<file path="config.mk">
export PLATFORM = sky130hd
export DESIGN_NAME = tank_arena_store
export DESIGN_NICKNAME = d
export VERILOG_FILES = /design/src/rtl/tank_arena_store.sv
export SDC_FILE = /design/constraint.sdc
export NUM_CORES = 1
export LEC_CHECK = 0
export ABC_AREA = 1
export CAP_MARGIN = 25
export CORE_ASPECT_RATIO = 0.8
export CORE_MARGIN = 3
export CORE_UTILIZATION = 45
export DETAILED_ROUTE_END_ITERATION = 10
export PLACE_DENSITY = 0.65
export SLEW_MARGIN = 25
export SYNTH_ARGS = -nofsm -noshare
export SYNTH_HDL_FRONTEND = slang
export SYNTH_SLANG_ARGS = --single-unit
export TNS_END_PERCENT = 50
</file>
<file path="constraint.sdc">
create_clock -name clk -period 3.6 [get_ports clk]
set_clock_uncertainty 0.2 [all_clocks]
set_input_delay 0.72 -clock clk [delete_from_list [all_inputs] [get_ports clk]]
set_output_delay 0.72 -clock clk [all_outputs]
set_load 0.02 [all_outputs]
</file>
<file path="src/rtl/tank_arena_store.sv">
// tank_arena_store: grid arena state for NUM_TANKS tanks, each owning one
// projectile, with a sequential command port and an external synchronous
// wall-map RAM.
//
// Ports:
//   clk, reset (async, active-low)
//   cmd_valid/cmd_ready   command handshake (cmd_ready high only in IDLE)
//   cmd_op/id/dir/addr    MOVE, FIRE, STEP (projectile), READ (cell word)
//   wall_addr/wall_rd_data  registered wall lookup, data sampled one cycle later
//   rsp_valid/status/pos/data  one-cycle response, 3 cycles after accept
//   hit_valid/hit_id      projectile strike report, pulses with rsp_valid
//   tank_pos_flat, proj_active  live arena state
//
// Response fields: rsp_pos/rsp_data give the affected object's position and
// direction after the command (tank for MOVE, projectile for FIRE/STEP).
// BADID responds with rsp_pos/rsp_data zero. READ ignores cmd_id.
module tank_arena_store #(
  parameter int NUM_TANKS  = 2,
  parameter int COORD_BITS = 4
) (
  input  logic                              clk,
  input  logic                              reset,
  input  logic                              cmd_valid,
  output logic                              cmd_ready,
  input  logic [1:0]                        cmd_op,
  input  logic [1:0]                        cmd_id,
  input  logic [1:0]                        cmd_dir,
  input  logic [2*COORD_BITS-1:0]           cmd_addr,
  output logic [2*COORD_BITS-1:0]           wall_addr,
  input  logic                              wall_rd_data,
  output logic                              rsp_valid,
  output logic [2:0]                        rsp_status,
  output logic [2*COORD_BITS-1:0]           rsp_pos,
  output logic [NUM_TANKS+3:0]              rsp_data,
  output logic                              hit_valid,
  output logic [1:0]                        hit_id,
  output logic [NUM_TANKS*2*COORD_BITS-1:0] tank_pos_flat,
  output logic [NUM_TANKS-1:0]              proj_active
);

  localparam int P      = 2 * COORD_BITS;
  localparam int CELL_W = NUM_TANKS + 4;
  localparam logic [COORD_BITS-1:0] CMAX = '1;
  localparam logic [COORD_BITS-1:0] CONE = COORD_BITS'(1);

  typedef enum logic [1:0] {IDLE, CALC, CHECK, RESP} state_t;
  typedef enum logic [1:0] {OP_MOVE, OP_FIRE, OP_STEP, OP_READ} op_t;
  typedef enum logic [1:0] {DIR_UP, DIR_DOWN, DIR_LEFT, DIR_RIGHT} dir_t;
  typedef enum logic [2:0] {ST_OK, ST_EDGE, ST_WALL, ST_TANK, ST_BUSY,
                            ST_HIT, ST_INACTIVE, ST_BADID} status_t;

  function automatic logic [P-1:0] home_pos(input int unsigned i);
    case (i)
      0:       home_pos = '0;
      1:       home_pos = '1;
      2:       home_pos = {{COORD_BITS{1'b0}}, CMAX};
      default: home_pos = {CMAX, {COORD_BITS{1'b0}}};
    endcase
  endfunction

  function automatic logic [1:0] home_dir(input int unsigned i);
    home_dir = (i % 2 == 0) ? DIR_DOWN : DIR_UP;
  endfunction

  state_t           state;
  logic [1:0]       op_q, id_q, dir_q;
  logic [P-1:0]     addr_q, cand_q;
  logic             edge_q;

  logic [P-1:0]     tank_pos [NUM_TANKS];
  logic [1:0]       tank_dir [NUM_TANKS];
  logic [P-1:0]     proj_pos [NUM_TANKS];
  logic [1:0]       proj_dir [NUM_TANKS];

  // Selected object and one-cell step of the latched command.
  logic [P-1:0]          sel_tpos, sel_ppos, src_pos, cand;
  logic [1:0]            sel_tdir, sel_pdir, step_dir;
  logic                  sel_pact, id_ok, at_edge;
  logic [COORD_BITS-1:0] row, col;

  always_comb begin
    sel_tpos = '0;
    sel_ppos = '0;
    sel_tdir = '0;
    sel_pdir = '0;
    sel_pact = 1'b0;
    for (int unsigned i = 0; i < NUM_TANKS; i++) begin
      if (id_q == 2'(i)) begin
        sel_tpos = tank_pos[i];
        sel_tdir = tank_dir[i];
        sel_ppos = proj_pos[i];
        sel_pdir = proj_dir[i];
        sel_pact = proj_active[i];
      end
    end
    id_ok = int'(id_q) < NUM_TANKS;
    case (op_q)
      OP_FIRE: begin src_pos = sel_tpos; step_dir = sel_tdir; end
      OP_STEP: begin src_pos = sel_ppos; step_dir = sel_pdir; end
      default: begin src_pos = sel_tpos; step_dir = dir_q;    end
    endcase
    row     = src_pos[P-1:COORD_BITS];
    col     = src_pos[COORD_BITS-1:0];
    cand    = src_pos;
    at_edge = 1'b0;
    // On an edge step cand stays at the source, which is what wall_addr shows.
    case (step_dir)
      DIR_UP:    if (row == '0)  at_edge = 1'b1; else cand = {row - CONE, col};
      DIR_DOWN:  if (row == CMAX) at_edge = 1'b1; else cand = {row + CONE, col};
      DIR_LEFT:  if (col == '0)  at_edge = 1'b1; else cand = {row, col - CONE};
      default:   if (col == CMAX) at_edge = 1'b1; else cand = {row, col + CONE};
    endcase
  end

  // Occupancy of the candidate cell and of the READ cell, plus the decision.
  logic                 other_occ, cell_proj;
  logic [1:0]           hit_lo, cell_dir;
  logic [NUM_TANKS-1:0] cell_tanks;
  status_t              dec_status;

  always_comb begin
    other_occ  = 1'b0;
    hit_lo     = '0;
    cell_tanks = '0;
    cell_proj  = 1'b0;
    cell_dir   = '0;
    for (int unsigned i = 0; i < NUM_TANKS; i++) begin
      if (tank_pos[i] == cand_q && id_q != 2'(i) && !other_occ) begin
        other_occ = 1'b1;
        hit_lo    = 2'(i);
      end
      if (tank_pos[i] == addr_q) cell_tanks[i] = 1'b1;
      if (proj_active[i] && proj_pos[i] == addr_q) cell_proj = 1'b1;
    end
    // Descending scan so the lowest-index tank present wins.
    for (int unsigned i = NUM_TANKS; i > 0; i--) begin
      if (cell_tanks[i-1]) cell_dir = tank_dir[i-1];
    end

    dec_status = ST_OK;
    if (op_q != OP_READ) begin
      if (!id_ok)                         dec_status = ST_BADID;
      else if (op_q == OP_FIRE && sel_pact)  dec_status = ST_BUSY;
      else if (op_q == OP_STEP && !sel_pact) dec_status = ST_INACTIVE;
      else if (edge_q)                    dec_status = ST_EDGE;
      else if (wall_rd_data)              dec_status = ST_WALL;
      else if (other_occ)                 dec_status = (op_q == OP_MOVE) ? ST_TANK : ST_HIT;
    end
  end

  always_ff @(posedge clk or negedge reset) begin
    if (!reset) begin
      state       <= IDLE;
      cmd_ready   <= 1'b1;
      rsp_valid   <= 1'b0;
      hit_valid   <= 1'b0;
      rsp_status  <= '0;
      rsp_pos     <= '0;
      rsp_data    <= '0;
      hit_id      <= '0;
      wall_addr   <= '0;
      op_q        <= '0;
      id_q        <= '0;
      dir_q       <= '0;
      addr_q      <= '0;
      cand_q      <= '0;
      edge_q      <= 1'b0;
      proj_active <= '0;
      for (int unsigned i = 0; i < NUM_TANKS; i++) begin
        tank_pos[i] <= home_pos(i);
        tank_dir[i] <= home_dir(i);
        proj_pos[i] <= home_pos(i);
        proj_dir[i] <= home_dir(i);
      end
    end else begin
      case (state)
        IDLE: if (cmd_valid) begin
          op_q      <= cmd_op;
          id_q      <= cmd_id;
          dir_q     <= cmd_dir;
          addr_q    <= cmd_addr;
          cmd_ready <= 1'b0;
          state     <= CALC;
        end
        CALC: begin
          cand_q    <= cand;
          edge_q    <= at_edge;
          wall_addr <= (op_q == OP_READ) ? addr_q : cand;
          state     <= CHECK;
        end
        CHECK: begin
          rsp_valid  <= 1'b1;
          rsp_status <= dec_status;
          hit_valid  <= (dec_status == ST_HIT);
          hit_id     <= (dec_status == ST_HIT) ? hit_lo : '0;
          rsp_pos    <= '0;
          rsp_data   <= '0;
          case (op_q)
            OP_READ: begin
              rsp_pos  <= addr_q;
              rsp_data <= {wall_rd_data, cell_tanks, cell_proj, cell_dir};
            end
            OP_MOVE: if (id_ok) begin
              rsp_pos  <= (dec_status == ST_OK) ? cand_q : sel_tpos;
              rsp_data <= CELL_W'(dir_q);
              for (int unsigned i = 0; i < NUM_TANKS; i++) begin
                if (id_q == 2'(i)) begin
                  tank_dir[i] <= dir_q;
                  if (dec_status == ST_OK) tank_pos[i] <= cand_q;
                end
              end
            end
            OP_FIRE: if (id_ok) begin
              rsp_pos  <= (dec_status == ST_OK) ? cand_q : sel_ppos;
              rsp_data <= CELL_W'((dec_status == ST_OK) ? sel_tdir : sel_pdir);
              for (int unsigned i = 0; i < NUM_TANKS; i++) begin
                if (id_q == 2'(i) && dec_status == ST_OK) begin
                  proj_active[i] <= 1'b1;
                  proj_pos[i]    <= cand_q;
                  proj_dir[i]    <= sel_tdir;
                end
              end
            end
            default: if (id_ok) begin
              rsp_pos  <= (dec_status == ST_OK) ? cand_q : sel_ppos;
              rsp_data <= CELL_W'(sel_pdir);
              for (int unsigned i = 0; i < NUM_TANKS; i++) begin
                if (id_q == 2'(i)) begin
                  if (dec_status == ST_OK) proj_pos[i] <= cand_q;
                  else if (dec_status != ST_INACTIVE) proj_active[i] <= 1'b0;
                end
              end
            end
          endcase
          state <= RESP;
        end
        default: begin
          rsp_valid <= 1'b0;
          hit_valid <= 1'b0;
          cmd_ready <= 1'b1;
          state     <= IDLE;
        end
      endcase
    end
  end

  always_comb begin
    tank_pos_flat = '0;
    for (int unsigned i = 0; i < NUM_TANKS; i++) tank_pos_flat[i*P +: P] = tank_pos[i];
  end

endmodule

</file>
==> summary.md, run 1 <==
| Metric | Value |
|---|---|
| Util after Layout | `0.559` |
| Grt peak-use layer | `met2` |
| Endpoints failing setup | `0` |
| Clk sink count | `96` |
| Hold_buf cts | `0` |
| Antenna Cells | `0` |
| Finished Layout Cells | `1037` |
| H-tree Lvls | `3` |
| Placer Congestion | `0.956` |
| Die area | `14700 um^2` |
| Arr. time, crit path | `3.30 ns` |
| Crit path top cell by count | `nand2_1` |
| Max_cap viols | `0` |
| Clock root buffer | `clkbuf_16` |
| Initial DRC Count | `482` |
| Drt pass-1 iters | `6` |
| Final hold vios | `0` |
| Starting Density | `0.475` |
| Ys async rst share | `1.00` |
| Max stage delay on crit path | `0.63 ns` |
| Power per Cell Area | `828 nW/um^2` |
| GR Util met3 | `0.0738` |
| Vias | `5693` |
| CTS buffer count | `9` |
| Post-CTS Repair Setup Buffers | `0` |
| Global route overflow | `0` |
| Synth Instances | `811` |
| XOR/XNOR Fraction of Synth Area | `0.0382` |
| Synth warn | `0` |
| Slowest CP cell | `dfrtp_1` |
| Crit Path Category | `reg2reg` |
| Vias per cell | `5.49` |
| P_leak | `0.00318 uW` |
| Outcome | `completed` |
| Worst path bufs/invs | `2` |
| Ys flop type | `dfrtp_1` |
| Vias in the first global route | `5590` |
| Die Y | `109 um` |
| Placed Instances | `1021` |
| GR Util met1 | `0.379` |
| Post-synthesis compound-gate area fraction | `0.161` |
| First-pass GRT wire length | `30700 um` |
| Cell Chain, Critical Path | `inv_4, nand2_8, nand2_1, nor2_1, nand2_1, nor2_2, nand2_1, nand2_1, nand2_1, o21ai_1, nand2_1, nand3_4, inv_4, nand2_2, nand2_1, o21ai_1` |
| Worst-path clk slew | `0.07 ns` |
| Flops & latches, synth | `96` |
| Slew HR | `0.374` |
| Simple-Gate Fraction of Synth Area | `0.253` |
| WL per Instance | `18.5 um` |
| Layout cells sized above 1 | `0.0774` |
| Syn avg cell area | `7.36 um^2` |
| # rows | `36` |
| F_max | `311 MHz` |
| Peak VDD IR | `406 uV` |
| Worst Setup End Kind | `flip-flop` |
| RSZ-0062 raised after global routing | `false` |
| PortBufs | `64` |
| Worst hold path class | `in2async` |
| Antenna violations before repair | `0` |
| CTS max path bufs | `2` |
| Largest family of logic cells by synthesized area | `simple AND/OR/NAND/NOR gates` |
| Met2 Use GR | `0.421` |
| Multiplexer share of the synthesized area | `0.00566` |
| Synth Area in Adders | `0.0273` |
| Min cycle time layout | `3.22 ns` |
| Routed WL | `19200 um` |
| Total GRT Usage | `0.274` |
| IO Pins | `66` |
| Netlist cell types | `45` |
| Mapped Area | `5970 um^2` |
| Number of synthesized flops with an enable pin | `0` |
| Post-CTS Resized | `0` |
| DRT antenna net count | `0` |
| Total core area | `12600 um^2` |
| CTS tree | `built` |
| Synth Net Count | `842` |
| Final net count | `892` |
| HPWL Detailed | `14500 um` |
| Sequential share of the synthesized area | `0.407` |
| Max FO, Critical Path | `23` |
| Top delay family on crit path | `simple AND/OR/NAND/NOR gates` |
| Worst skew pair latency | `0.36 ns` |
| Final-report max-slew violation count | `0` |
| Largest net degree at the start of global routing | `58` |
| Final setup TNS | `0 ns` |
| Final worst-path cycle share | `0.894` |
| CP required | `3.68 ns` |
| Startpoint Class | `flip-flop` |
| P&R area growth vs syn | `17.7%` |
| Chip width | `135 um` |
| Tightest Pin Transition | `0.937 ns` |
| Residual DRC count | `0` |
==> cells in the mapped netlist (4+ instances only) <==
master | count | area, um^2
nand4_1 | 15 | 93.8
clkbuf_1 | 18 | 67.6
a31oi_1 | 7 | 43.8
ha_1 | 13 | 163
buf_6 | 5 | 56.3
inv_1 | 115 | 432
nor2_1 | 51 | 191
nand2_1 | 223 | 837
xor2_1 | 26 | 228
nor4_1 | 4 | 25.0
buf_4 | 5 | 37.5
o21ai_0 | 43 | 215
dfstp_2 | 19 | 499
nand3_1 | 41 | 205
o21a_1 | 5 | 37.5
o211ai_1 | 5 | 37.5
a21oi_1 | 24 | 120
o21ai_1 | 49 | 245
dfrtp_1 | 77 | 1930
o22ai_1 | 22 | 138
==> state kept, by name, indices dropped and copies added, names as in the netlist, 3 cells and up <==
name and flops:
proj_pos 16, tank_pos_flat 16, addr_q 8, cand_q 8
rsp_pos 8, wall_addr 8, rsp_data 6, proj_dir 4
tank_dir 4, rsp_status 3
==> metal layers <==
layer	vias up	wire length, um
met1	2747	8750
met5	-	0
li1	2716	-
met4	0	439
met3	28	1490
met2	202	8500
==> cell families (layout without fill, tap and decap cells) <==
family                   count (synthesis)  count (layout)
AND/OR/NAND/NOR                        350             350
AO/OA/AOI/OAI                          169             169
XOR/XNOR                                26              26
adder cells (fa/ha/maj)                 13              13
buffers and inverters                  153             208
multiplexers                             3               3
other                                    1               1
flip-flops                              96              96
==> placed cells by master (no fill, tap or decap), types with 2 or more instances in the layout <==
master and n:
nand2_1 223, inv_1 115, dfrtp_1 77, clkdlybuf4s50_1 63, nor2_1 51, o21ai_1 49, o21ai_0 43, nand3_1 41
xor2_1 26, a21oi_1 24, o22ai_1 22, dfstp_2 19, nand4_1 15, ha_1 13, clkbuf_16 9, a31oi_1 7
buf_4 7, o21a_1 5, o211ai_1 5, nor4_1 4, inv_4 3, o221ai_1 3, nand2_2 3, nand2_4 3
mux2_2 3, inv_2 2, o21ai_2 2, o22ai_2 2, nor2_2 2, a2111oi_0 2, a211oi_1 2, nor3_1 2
clkinv_2 2, bufinv_16 2
==> worst reg2reg max path: stages, from the launching register on <==
cell and delay (ns):
dfrtp_1 0.63, inv_4 0.16, nand2_8 0.18, nand2_1 0.07, nor2_1 0.08, nand2_1 0.06, nor2_2 0.15, nand2_1 0.08
nand2_1 0.09, nand2_1 0.07, o21ai_1 0.15, nand2_1 0.29, nand3_4 0.37, inv_4 0.11, nand2_2 0.27, nand2_1 0.09
o21ai_1 0.09
==> area by class of cell <==
type | instances | area, um^2
sequential | 96 | 2430
fill | 1174 | 5540
inverter | 121 | 462
timing repair buffer | 71 | 703
clock buffer | 9 | 225
multi-input combinational | 562 | 2900
clock inverter | 7 | 95.1
tap | 171 | 214
==> power by group <==
group / switching [uW] / internal (uW)
logic: 1960 / 1010
clock network: 436 / 610
registers: 386 / 1420
total: 2780 / 3030
==> path summary, 6_finish.rpt <==
| check | slack [ns] | cells after the start | endpoint | startpoint |
|---|---|---|---|---|
| min reg2reg | 0.29 | 2 | proj_pos[0] | proj_pos[0] |
| max | 0.38 | 16 | tank_pos_flat[3] | id_q[1] |
| max in group asynchronous | 2.27 | 2 | proj_dir[2] | reset |
| min in group clk | 0.29 | 2 | proj_pos[0] | proj_pos[0] |
| min | 0.22 | 1 | addr_q[4] | reset |
| max reg2reg | 0.38 | 16 | tank_pos_flat[3] | id_q[1] |
==> through the flow <==
| step | hold slack [ns] | instance area (um^2) | worst slack [ns] | total power [uW] |
|---|---|---|---|---|
| CTS | 0.243 | 7020 | 0.452 | 5800 |
| floorplan | 0.224 | 5970 | 1.08 | 3750 |
| detailed placement | 0.274 | 6700 | 0.469 | 4740 |
| global route | 0.268 | 7020 | 0.0839 | 6250 |
| global placement | 0.267 | 6700 | 0.539 | 4700 |
| finish | 0.221 | 7020 | 0.382 | 5810 |
No activity file was read; power rests on OpenSTA's default activity.
==> run 2, diff against run 1 <==
--- a/config.mk
+++ b/config.mk
@@ -6,12 +6,13 @@
 export NUM_CORES = 1
 export LEC_CHECK = 0
 export ABC_AREA = 1
+export ABC_CLOCK_PERIOD_IN_PS = 2590
 export CAP_MARGIN = 25
 export CORE_ASPECT_RATIO = 0.8
 export CORE_MARGIN = 3
 export CORE_UTILIZATION = 45
 export DETAILED_ROUTE_END_ITERATION = 10
-export PLACE_DENSITY = 0.65
+export PLACE_DENSITY = 0.68
 export SLEW_MARGIN = 25
 export SYNTH_ARGS = -nofsm -noshare
 export SYNTH_HDL_FRONTEND = slang
==> constraint.sdc (replaced) <==
create_clock -name clk -period 2.59 [get_ports clk]
set_clock_uncertainty 0.2 [all_clocks]
set_input_delay 0.518 -clock clk [delete_from_list [all_inputs] [get_ports clk]]
set_output_delay 0.518 -clock clk [all_outputs]
set_load 0.1 [all_outputs]
==> summary.md, run 2 (same netlist as run 1, synthesis figures left out) <==
| Metric | Value |
|---|---|
| Outcome | `completed` |
| GR Util met3 | `0.0655 (-0.00830)` |
| Max stage delay on crit path | `0.40 ns (-0.23 ns)` |
| Peak VDD IR | `1380 uV (+240%)` |
| IO Pins | `66 (unchanged)` |
| Drt pass-1 iters | `6 (unchanged)` |
| GR Util met1 | `0.393 (+0.0140)` |
| Final worst-path cycle share | `0.987 (+0.0931)` |
| # rows | `36 (unchanged)` |
| Die Y | `109 um (unchanged)` |
| Residual DRC count | `0 (unchanged)` |
| Cell Chain, Critical Path | `buf_4, inv_1, ha_1, inv_2, o21ai_1, nand2_1, inv_1, nand2_2, nand2_2, nand3_1, o21ai_2, nand2_1, a31oi_1` |
| Tightest Pin Transition | `0.683 ns (-0.253 ns)` |
| Vias | `6107 (+7.3%)` |
| Vias in the first global route | `5808 (+3.9%)` |
| Initial DRC Count | `668 (+39%)` |
| Max FO, Critical Path | `7 (-70%)` |
| Clk sink count | `96 (unchanged)` |
| Routed WL | `20500 um (+6.8%)` |
| CTS tree | `built` |
| CP required | `2.66 ns (-1.02 ns)` |
| Endpoints failing setup | `0 (unchanged)` |
| H-tree Lvls | `3 (unchanged)` |
| Global route overflow | `0 (unchanged)` |
| Startpoint Class | `flip-flop` |
| Largest net degree at the start of global routing | `40 (-31%)` |
| CTS max path bufs | `2 (unchanged)` |
| Fillers | `1096 (-6.6%)` |
| Antenna Cells | `0 (unchanged)` |
| Final hold vios | `0 (unchanged)` |
| Clock root buffer | `clkbuf_16` |
| Final net count | `967 (+8.4%)` |
| Fin Hold WS | `0.275 ns (+0.0537 ns)` |
| Footprint of the multi-input gates | `3230 um^2 (+11%)` |
| Die area | `14700 um^2 (unchanged)` |
| Worst skew pair latency | `0.36 ns (about the same)` |
| First-pass GRT wire length | `31800 um (+3.6%)` |
| HPWL Detailed | `15500 um (+6.9%)` |
| WL per Instance | `18.4 um (-0.42%)` |
| Max_cap viols | `0 (unchanged)` |
| Starting Density | `0.475 (unchanged)` |
| Placed cell areas | `7120 um^2 (+6.3%)` |
| P&R area growth vs syn | `32.4%` |
| Crit Path Category | `reg2reg` |
| Antenna violations before repair | `0 (unchanged)` |
| F_max | `391 MHz (+26%)` |
| DRT antenna net count | `0 (unchanged)` |
| Power per Cell Area | `1340 nW/um^2 (+62%)` |
| Slew HR | `0.543 (+0.169)` |
| Chip width | `135 um (unchanged)` |
| Top delay family on crit path | `compound AO/OA/AOI/OAI gates` |
| FF+latch area | `2450 um^2 (+1.1%)` |
| Total GRT Usage | `0.284 (+0.00924)` |
| Worst Setup End Kind | `flip-flop` |
| Most common cell after layout, fill and taps aside | `nand2_1` |
| CTS buffer count | `9 (unchanged)` |
| Arr. time, crit path | `2.63 ns (-0.67 ns)` |
| Util after Layout | `0.629 (+0.0699)` |
| Placer Congestion | `0.970 (+1.5%)` |
| Final-report max-slew violation count | `0 (unchanged)` |
| Layout cells sized above 1 | `0.287 (+0.210)` |
| Placed Instances | `1086 (+6.4%)` |
| Worst hold path class | `reg2reg` |
| Worst path bufs/invs | `4 (+2)` |
| Worst-path clk slew | `0.07 ns (about the same)` |
| Total core area | `12600 um^2 (unchanged)` |
| Grt peak-use layer | `met2` |
| P_leak | `0.00365 uW (+15%)` |
| Met2 Use GR | `0.440 (+0.0189)` |
| RSZ-0062 raised after global routing | `true` |
| Finished Layout Cells | `1112 (+7.2%)` |
| Slowest CP cell | `ha_1` |
| Min cycle time layout | `2.56 ns (-0.662 ns)` |
| PortBufs | `64 (unchanged)` |
| Final instance area | `7900 um^2 (+13%)` |
| Vias per cell | `5.49 (about the same)` |
| Commonest cells after routing, fill and taps aside | `205 x nand2_1, 120 x buf_4, 105 x inv_1` |
run 2: worst register-to-register path: stages (launching register included):
cell	delay [ns]
dfrtp_1	0.38
buf_4	0.14
inv_1	0.06
ha_1	0.40
inv_2	0.12
o21ai_1	0.33
nand2_1	0.13
inv_1	0.12
nand2_2	0.09
nand2_2	0.12
nand3_1	0.09
o21ai_2	0.08
nand2_1	0.07
a31oi_1	0.14
run 2: worst paths after layout:
path / start / end / slack [ns] / depth (start not counted)
min in group asynchronous: reset / proj_pos[14] / 0.46 / 2
max reg2reg: op_q[1] / wall_addr[4] / 0.03 / 13
min reg2reg: proj_pos[0] / proj_pos[0] / 0.27 / 2
max in group asynchronous: reset / tank_pos_flat[8] / 1.00 / 3
min: proj_pos[0] / proj_pos[0] / 0.27 / 2
max: op_q[1] / wall_addr[4] / 0.03 / 13
run 2: timing repair:
action                                  CTS  global route
resized for setup                        17            84
endpoints found under the setup margin   16            67
hold buffers                              1             0
pin swaps                                 2            17
buffers inserted                          1             8
endpoints found under the hold margin    22             0
run 2: layer usage:
layer,part of all wire,wire length [um]
met1,0.45,9140
met5,0,0
met2,0.44,9040
met3,0.083,1700
met4,0.029,587
run 2: final cells by class:
class / count / area share
Clock buffer: 11 / 0.0320
Multi-Input combinational cell: 562 / 0.409
Inverter: 121 / 0.0591
Clock inverter: 5 / 0.0111
Tap cell: 171 / 0.0271
Timing Repair Buffer: 146 / 0.152
Sequential cell: 96 / 0.310
run 2: where the power goes:
group	leakage (uW)	internal, uW	switching, uW
sequential	0.00115	1970	490
combinational	0.00233	2010	4590
clock	0.000164	907	600
run 2: through the flow:
| stage | TNS [ns] | total power [uW] | worst slack, ns |
|---|---|---|---|
| 2_1_floorplan | -0.000251 | 6520 | -0.000251 |
| 3_3_place_gp | -0.379 | 8380 | -0.0819 |
| 3_5_place_dp | -0.872 | 8440 | -0.124 |
| 4_1_cts | 0 | 10000 | 0.000881 |
| 5_1_grt | -2.12 | 11200 | -0.102 |
| 6_report | 0 | 10600 | 0.0335 |
